**config.mk**
```make
export PLATFORM = sky130hd
export DESIGN_NAME = seq_alu_flat
export DESIGN_NICKNAME = d
export VERILOG_FILES = /design/src/rtl/seq_alu_if.sv /design/src/rtl/seq_alu.sv /design/src/flat_wrapper.sv
export SDC_FILE = /design/constraint.sdc
export NUM_CORES = 1
export LEC_CHECK = 0
export CORE_MARGIN = 1
export CORE_UTILIZATION = 50
export CTS_BUF_LIST = sky130_fd_sc_hd__clkbuf_8
export DETAILED_ROUTE_END_ITERATION = 10
export GPL_ROUTABILITY_DRIVEN = 1
export PLACE_DENSITY = 0.71
export SYNTH_ARGS = -nofsm -noshare
export SYNTH_HDL_FRONTEND = slang
export SYNTH_SLANG_ARGS = --single-unit
```
**constraint.sdc**
```tcl
create_clock -name clk -period 7.8 [get_ports clk]
set_clock_uncertainty 0.05 [all_clocks]
set_input_delay 0.78 -clock clk [delete_from_list [all_inputs] [get_ports clk]]
set_output_delay 0.78 -clock clk [all_outputs]
set_load 0.1 [all_outputs]
```
**src/rtl/seq_alu_if.sv**
```systemverilog
// rtl/seq_alu_if.sv - start/done handshake and result bus between control FSM and seq_alu
interface seq_alu_if #(
    parameter int WIDTH = 16
);
    logic             start;
    logic [3:0]       opcode;
    logic [WIDTH-1:0] operand1;
    logic [WIDTH-1:0] operand2;
    logic             busy;
    logic             done;
    logic [WIDTH-1:0] result;
    logic [WIDTH-1:0] result_hi;
    logic             zero;
    logic             carry;
    logic             div_by_zero;

    modport master (
        output start, opcode, operand1, operand2,
        input  busy, done, result, result_hi, zero, carry, div_by_zero
    );

    modport slave (
        input  start, opcode, operand1, operand2,
        output busy, done, result, result_hi, zero, carry, div_by_zero
    );
endinterface

```
**src/rtl/seq_alu.sv**
```systemverilog
// rtl/seq_alu.sv - multi-cycle ALU: 1-cycle logic/arith ops, iterative shift-add mul and restoring div
// Optional iterative divider enabled by defining SEQ_ALU_DIV_EN.
module seq_alu #(
    parameter int WIDTH = 16
) (
    input  logic       clk,
    input  logic       reset_n,
    seq_alu_if.slave   bus
);

    localparam int CNT_W = $clog2(WIDTH);
    localparam logic [CNT_W-1:0] LAST_ITER = CNT_W'(WIDTH - 1);

    typedef enum logic [1:0] {
        IDLE     = 2'd0,
        ITER_MUL = 2'd1
`ifdef SEQ_ALU_DIV_EN
        ,ITER_DIV = 2'd2
`endif
    } state_e;

    state_e           state_q, state_d;
    logic [CNT_W-1:0] cnt_q, cnt_d;
    logic [WIDTH-1:0] a_q, a_d;
    logic [WIDTH-1:0] b_q, b_d;
    logic [WIDTH-1:0] acc_q, acc_d;
    logic [WIDTH-1:0] result_q, result_d;
    logic [WIDTH-1:0] result_hi_q, result_hi_d;
    logic             zero_q, zero_d;
    logic             carry_q, carry_d;
    logic             dbz_q, dbz_d;
    logic             done_q, done_d;

    logic [WIDTH-1:0] op1, op2;
    logic [WIDTH:0]   add_full, sub_full;
    logic [WIDTH-1:0] alu_res;
    logic             alu_carry;

    assign op1      = bus.operand1;
    assign op2      = bus.operand2;
    assign add_full = {1'b0, op1} + {1'b0, op2};
    assign sub_full = {1'b0, op1} - {1'b0, op2};

    always_comb begin
        alu_res   = '0;
        alu_carry = 1'b0;
        case (bus.opcode)
            4'h0: begin alu_res = add_full[WIDTH-1:0]; alu_carry = add_full[WIDTH]; end
            4'h1: begin alu_res = sub_full[WIDTH-1:0]; alu_carry = sub_full[WIDTH]; end
            4'h4: begin alu_res = {op1[WIDTH-2:0], 1'b0}; alu_carry = op1[WIDTH-1]; end
            4'h5: begin alu_res = {1'b0, op1[WIDTH-1:1]}; alu_carry = op1[0]; end
            4'h6: alu_res = {op1[WIDTH-2:0], op1[WIDTH-1]};
            4'h7: alu_res = {op1[0], op1[WIDTH-1:1]};
            4'h8: alu_res = op1 & op2;
            4'h9: alu_res = op1 | op2;
            4'hA: alu_res = op1 ^ op2;
            4'hB: alu_res = ~(op1 | op2);
            4'hC: alu_res = ~(op1 & op2);
            4'hD: alu_res = ~(op1 ^ op2);
            4'hE: alu_res = {{(WIDTH-1){1'b0}}, (op1 > op2)};
            4'hF: alu_res = {{(WIDTH-1){1'b0}}, (op1 == op2)};
            default: ;
        endcase
    end

    // {acc_q, b_q} is the running product; it shifts right one multiplier bit per edge
    logic [WIDTH:0]   mul_sum;
    logic [WIDTH-1:0] mul_acc_nx, mul_b_nx;
    assign mul_sum    = {1'b0, acc_q} + (b_q[0] ? {1'b0, a_q} : {(WIDTH+1){1'b0}});
    assign mul_acc_nx = mul_sum[WIDTH:1];
    assign mul_b_nx   = {mul_sum[0], b_q[WIDTH-1:1]};

`ifdef SEQ_ALU_DIV_EN
    // acc_q holds the partial remainder, b_q shifts dividend bits out and quotient bits in
    logic [WIDTH:0]   div_shift, div_diff;
    logic [WIDTH-1:0] div_rem_nx, div_quo_nx;
    assign div_shift  = {acc_q, b_q[WIDTH-1]};
    assign div_diff   = div_shift - {1'b0, a_q};
    assign div_rem_nx = div_diff[WIDTH] ? div_shift[WIDTH-1:0] : div_diff[WIDTH-1:0];
    assign div_quo_nx = {b_q[WIDTH-2:0], ~div_diff[WIDTH]};
`endif

    always_comb begin
        state_d     = state_q;
        cnt_d       = cnt_q;
        a_d         = a_q;
        b_d         = b_q;
        acc_d       = acc_q;
        result_d    = result_q;
        result_hi_d = result_hi_q;
        zero_d      = zero_q;
        carry_d     = carry_q;
        dbz_d       = dbz_q;
        done_d      = 1'b0;
        case (state_q)
            IDLE: begin
                if (bus.start) begin
                    if (bus.opcode == 4'h2) begin
                        state_d = ITER_MUL;
                        cnt_d   = '0;
                        a_d     = op1;
                        b_d     = op2;
                        acc_d   = '0;
                    end
`ifdef SEQ_ALU_DIV_EN
                    else if (bus.opcode == 4'h3 && op2 != '0) begin
                        state_d = ITER_DIV;
                        cnt_d   = '0;
                        a_d     = op2;
                        b_d     = op1;
                        acc_d   = '0;
                    end else if (bus.opcode == 4'h3) begin
                        result_d    = '1;
                        result_hi_d = op1;
                        zero_d      = 1'b0;
                        carry_d     = 1'b0;
                        dbz_d       = 1'b1;
                        done_d      = 1'b1;
                    end
`endif
                    else begin
                        result_d    = alu_res;
                        result_hi_d = '0;
                        zero_d      = (alu_res == '0);
                        carry_d     = alu_carry;
                        dbz_d       = 1'b0;
                        done_d      = 1'b1;
                    end
                end
            end
            ITER_MUL: begin
                acc_d = mul_acc_nx;
                b_d   = mul_b_nx;
                cnt_d = cnt_q + 1'b1;
                if (cnt_q == LAST_ITER) begin
                    state_d     = IDLE;
                    cnt_d       = '0;
                    result_d    = mul_b_nx;
                    result_hi_d = mul_acc_nx;
                    zero_d      = (mul_b_nx == '0);
                    carry_d     = 1'b0;
                    dbz_d       = 1'b0;
                    done_d      = 1'b1;
                end
            end
`ifdef SEQ_ALU_DIV_EN
            ITER_DIV: begin
                acc_d = div_rem_nx;
                b_d   = div_quo_nx;
                cnt_d = cnt_q + 1'b1;
                if (cnt_q == LAST_ITER) begin
                    state_d     = IDLE;
                    cnt_d       = '0;
                    result_d    = div_quo_nx;
                    result_hi_d = div_rem_nx;
                    zero_d      = (div_quo_nx == '0);
                    carry_d     = 1'b0;
                    dbz_d       = 1'b0;
                    done_d      = 1'b1;
                end
            end
`endif
            default: state_d = IDLE;
        endcase
    end

    always_ff @(posedge clk or negedge reset_n) begin
        if (!reset_n) begin
            state_q     <= IDLE;
            cnt_q       <= '0;
            a_q         <= '0;
            b_q         <= '0;
            acc_q       <= '0;
            result_q    <= '0;
            result_hi_q <= '0;
            zero_q      <= 1'b0;
            carry_q     <= 1'b0;
            dbz_q       <= 1'b0;
            done_q      <= 1'b0;
        end else begin
            state_q     <= state_d;
            cnt_q       <= cnt_d;
            a_q         <= a_d;
            b_q         <= b_d;
            acc_q       <= acc_d;
            result_q    <= result_d;
            result_hi_q <= result_hi_d;
            zero_q      <= zero_d;
            carry_q     <= carry_d;
            dbz_q       <= dbz_d;
            done_q      <= done_d;
        end
    end

    assign bus.busy        = (state_q != IDLE);
    assign bus.done        = done_q;
    assign bus.result      = result_q;
    assign bus.result_hi   = result_hi_q;
    assign bus.zero        = zero_q;
    assign bus.carry       = carry_q;
    assign bus.div_by_zero = dbz_q;

endmodule

```
**src/flat_wrapper.sv**
```systemverilog
// flat-port wrapper written by rule: the top's interface ports become plain ports
module seq_alu_flat 
#(
    parameter int WIDTH = 16
)
  (clk, reset_n, bus_start, bus_opcode, bus_operand1, bus_operand2, bus_busy, bus_done, bus_result, bus_result_hi, bus_zero, bus_carry, bus_div_by_zero);
  seq_alu_if #(.WIDTH(WIDTH)) bus_i ();
  input  logic clk;
  input  logic reset_n;
  input wire logic [$bits(bus_i.start)-1:0] bus_start;
  input wire logic [$bits(bus_i.opcode)-1:0] bus_opcode;
  input wire logic [$bits(bus_i.operand1)-1:0] bus_operand1;
  input wire logic [$bits(bus_i.operand2)-1:0] bus_operand2;
  output wire logic [$bits(bus_i.busy)-1:0] bus_busy;
  output wire logic [$bits(bus_i.done)-1:0] bus_done;
  output wire logic [$bits(bus_i.result)-1:0] bus_result;
  output wire logic [$bits(bus_i.result_hi)-1:0] bus_result_hi;
  output wire logic [$bits(bus_i.zero)-1:0] bus_zero;
  output wire logic [$bits(bus_i.carry)-1:0] bus_carry;
  output wire logic [$bits(bus_i.div_by_zero)-1:0] bus_div_by_zero;
  assign bus_i.start = bus_start;
  assign bus_i.opcode = bus_opcode;
  assign bus_i.operand1 = bus_operand1;
  assign bus_i.operand2 = bus_operand2;
  assign bus_busy = bus_i.busy;
  assign bus_done = bus_i.done;
  assign bus_result = bus_i.result;
  assign bus_result_hi = bus_i.result_hi;
  assign bus_zero = bus_i.zero;
  assign bus_carry = bus_i.carry;
  assign bus_div_by_zero = bus_i.div_by_zero;
  seq_alu #(.WIDTH(WIDTH)) u_core (.clk(clk), .reset_n(reset_n), .bus(bus_i));
endmodule
```
==> results.json <==
{
  "power_density_nw_per_um2": 326,
  "power_leakage_nw": 4.00,
  "overflow": 0,
  "clk_latency_ns": 0.38,
  "h-tree-depth": 3,
  "postLayoutCellArea_um2": 8790,
  "area_delta_synth_final_pct": 12.8,
  "route.detailed.drc": 0,
  "r2r_start": "u_core.b_q[0]",
  "critical_path.startpoint_type": "primary input",
  "synthesis.area_um2": 7790,
  "diodes": 0,
  "arrival_ns": 4.50,
  "synth_edf_count": 0,
  "dr.first_iter.drc_count": 802,
  "place_area_um2": 8600,
  "wl_per_cell_um": 20.2,
  "wl_um": 24800,
  "vias_per_cell": 6.26,
  "whs_ns": 0.305,
  "grt_pass1_vias": 7110,
  "fin_crit_sh_pct": 54.4,
  "cts_setup_buffers": 0,
  "die_y_um": 127,
  "io_buffers": 74,
  "cts_hold_buf": 0,
  "worst-path-buf-inv": 2,
  "drv_cap": 0,
  "crit_top_cell": "nor4_1",
  "finalCriticalPeriod_ns": 4.24,
  "worstRegToRegCells": 12,
  "relSlewSlack_pct": 34.3,
  "num_rows": 45,
  "rsz0062_at_grt": "no",
  "die_x_um": 127,
  "tightest_slew_ns": 0.983,
  "ys_types": 79,
  "ys.flop_type": "dfrtp_1",
  "cp_slowest_cell": "clkdlybuf4s50_1",
  "setup_viol": 0,
  "clock-sinks": 88,
  "cts_tree": "yes",
  "p_seq_share_pct": 27.2,
  "ys_seq_area_share_pct": 28.3,
  "ant_nets": 0,
  "ctsResizeCount": 0,
  "power.internal_mw": 1.31,
  "grt_start_max_net_pins": 54,
  "syn_avg_cell_area_um2": 7.79,
  "grt_pass1_wl_um": 39400,
  "grt_usage_pct": 31.6,
  "cts_made_buffers": 9,
  "report.final.slew_viol_count": 0,
  "layout.cells.non_filler": 1227,
  "end_kind": "flip-flop",
  "clockBufferDepth": 2,
  "switchingPower_mw": 1.56,
  "preCtsSetupSlack_ns": 3.32,
  "switching_share_pct": 54.4,
  "drive_gt1_share_pct": 5.29,
  "cpPeakStageDelay_ns": 0.73,
  "required_ns": 8.05,
  "ys_async_sr_fraction_pct": 100,
  "die_area_um2": 16100,
  "clock.fmax_mhz": 236,
  "reg2reg_to": "u_core.acc_q[15]",
  "core-area_um2": 15200,
  "syn_nets": 1109,
  "hold_viol_final": 0,
  "dp.cells": 1211,
  "firstDrtPassIters": 5,
  "clkPwrFrac_pct": 11.1,
  "finalWeightedCongestion": 1.02,
  "top_layer": "met4",
  "status": "completed",
  "cp_cell_sequence": "clkdlybuf4s50_1 > buf_4 > nor2b_1 > and3_1 > a2111oi_0 > a311oi_1 > nor4_1 > o2111ai_1 > nor4_1 > nand4b_1 > o31ai_2",
  "wl_met1_um": 11500,
  "cts_root_buffer": "clkbuf_8",
  "syn-instance-count": 1000,
  "holdCritPathClass": "in2async",
  "crit_family": "simple AND/OR/NAND/NOR gates",
  "wl_met3_um": 2070,
  "synth-seq-cells": 88,
  "vias": 7684,
  "hpwl_um": 18400,
  "combPwrFrac_pct": 61.7,
  "yosys_warnings": 0,
  "path_clk_slew_ns": 0.11,
  "nNetsFinal": 1143,
  "wl_met2_um": 10600,
  "crit_fanout": 22,
  "peakVddDrop_mv": 0.248,
  "initial_utilization_pct": 51.3,
  "worstSetupPathType": "in2reg",
  "antenna_found_initial": 0,
  "fin_setup_tns_ns": 0,
  "reg2reg_slack_ns": 4.28,
  "io_pins": 76,
  "fin_ws_ns": 3.56,
  "cp.depth": 11
}
placed cells by master, fill, tap and decap left out, types with 7 or more instances in the layout:
cell,Yosys,final
xnor2_1,10,10
nor3_1,21,21
nor2_1,91,91
and3_1,8,8
o31ai_1,20,20
nand2_1,157,157
o21bai_1,9,9
inv_1,55,55
nor4_1,10,9
o211ai_1,8,8
mux2i_1,14,14
ha_1,67,67
a31oi_1,24,24
o22ai_1,13,13
o21ai_1,10,10
clkbuf_8,0,9
xor2_1,7,7
nand4_1,8,8
clkdlybuf4s50_1,0,72
nand3_1,14,14
a21oi_1,47,47
o21ai_0,72,72
a221oi_1,7,7
nor2b_1,7,7
buf_4,1,13
a21o_1,21,21
and2_1,20,20
nand2b_1,9,9
dfrtp_1,88,88
a211oi_1,13,13
area by class of cell:
type	count	area, µm²
tap	188	235
clock buffer	9	124
fill	1436	6410
timing repair buffer	86	823
multi-input combinational	790	5110
sequential	88	2200
inverter	59	224
clock inverter	7	73.8
worst reg2reg max path, stage by stage, from the launching register on:
cell and delay [ns]:
dfrtp_1 0.55, and2_1 0.22, ha_1 0.22, fa_1 0.45, a21o_1 0.17, a21o_1 0.19
a21oi_1 0.21, o21ai_1 0.12, a41oi_1 0.40, o21ai_1 0.19, a211oi_1 0.33, nor3_1 0.08
a31o_2 0.22
per-stage QoR:
step / utilization (%) / power, mW
after global placement: 56.6 / 2.52
after global routing: 57.9 / 3.07
after detailed placement: 56.6 / 2.54
final: 57.9 / 2.87
after CTS: 57.9 / 2.87
after floorplan: - / 2.10
cell usage after synthesis (4+ instances only):
library cell / number / area share [%]
nand2_1: 157 / 7.6
nor2_1: 91 / 4.4
dfrtp_1: 88 / 28
o21ai_0: 72 / 4.6
ha_1: 67 / 11
inv_1: 55 / 2.6
a21oi_1: 47 / 3.0
clkbuf_1: 36 / 1.7
a31oi_1: 24 / 1.9
a21o_1: 21 / 2.0
nor3_1: 21 / 1.3
and2_1: 20 / 1.6
buf_2: 20 / 1.3
o31ai_1: 20 / 1.9
mux2i_1: 14 / 1.8
nand3_1: 14 / 0.90
a211oi_1: 13 / 1.3
o22ai_1: 13 / 1.0
nor4_1: 10 / 0.80
o21ai_1: 10 / 0.64
xnor2_1: 10 / 1.1
nand2b_1: 9 / 0.72
o21bai_1: 9 / 0.87
and3_1: 8 / 0.64
nand4_1: 8 / 0.64
o211ai_1: 8 / 0.77
a221oi_1: 7 / 0.79
nor2b_1: 7 / 0.56
xor2_1: 7 / 0.79
a2111oi_0: 5 / 0.56
buf_1: 5 / 0.24
nor3b_1: 5 / 0.48
a211o_1: 4 / 0.45
a22o_1: 4 / 0.45
a22oi_1: 4 / 0.39
nand4b_1: 4 / 0.45
o21a_1: 4 / 0.39
metal layers:
metal / track usage (%) / vias to the layer above
li1: - / 3666
met1: 45.3 / 3650
met2: 46.9 / 327
met3: 6.62 / 41
met4: 11.1 / 0
met5: 0 / -
worst max path at each step:
stage,startpoint,endpoint,slack (ns)
global route,bus_opcode[1],u_core.a_q[8],3.47
CTS,bus_operand1[4],u_core.bus.zero,3.71
finish,bus_opcode[3],u_core.bus.zero,3.56
floorplan,bus_operand2[0],u_core.bus.zero,4.45
global placement,bus_operand1[4],u_core.bus.zero,3.30
detailed placement,bus_operand1[4],u_core.bus.zero,3.32
power groups by stage:
stage / sequential (mW) / clock (mW) / combinational, mW
floorplan: 1.29 / 0 / 0.813
CTS: 0.778 / 0.325 / 1.76
global route: 0.806 / 0.346 / 1.92
detailed placement: 0.786 / 0 / 1.76
finish: 0.780 / 0.320 / 1.77
global placement: 0.782 / 0 / 1.74
state kept, by name, summed over array words and instances, names as in the netlist:
| name | count |
|---|---|
| u_core.cnt_q | 4 |
| u_core.b_q | 16 |
| u_core.bus.result_hi | 16 |
| u_core.acc_q | 16 |
| u_core.a_q | 16 |
| u_core.bus.carry | 1 |
| u_core.state_q | 1 |
| u_core.bus.result | 16 |
| u_core.bus.zero | 1 |
| u_core.bus.done | 1 |
kinds of logic (layout without fill, tap and decap cells):
kind of cell    count (synthesis)  after routing  synth area share, %
simple gates                  375            375                 22.3
compound gates                311            311                 27.5
buf+inv                       122            161                 6.37
flops                          88             88                 28.3
fa+ha+maj                      70             70                 11.5
xor+xnor                       17             17                 1.91
mux                            16             16                 2.09
other cells                     1              1               0.0481
(Power assumes the default switching activity.)
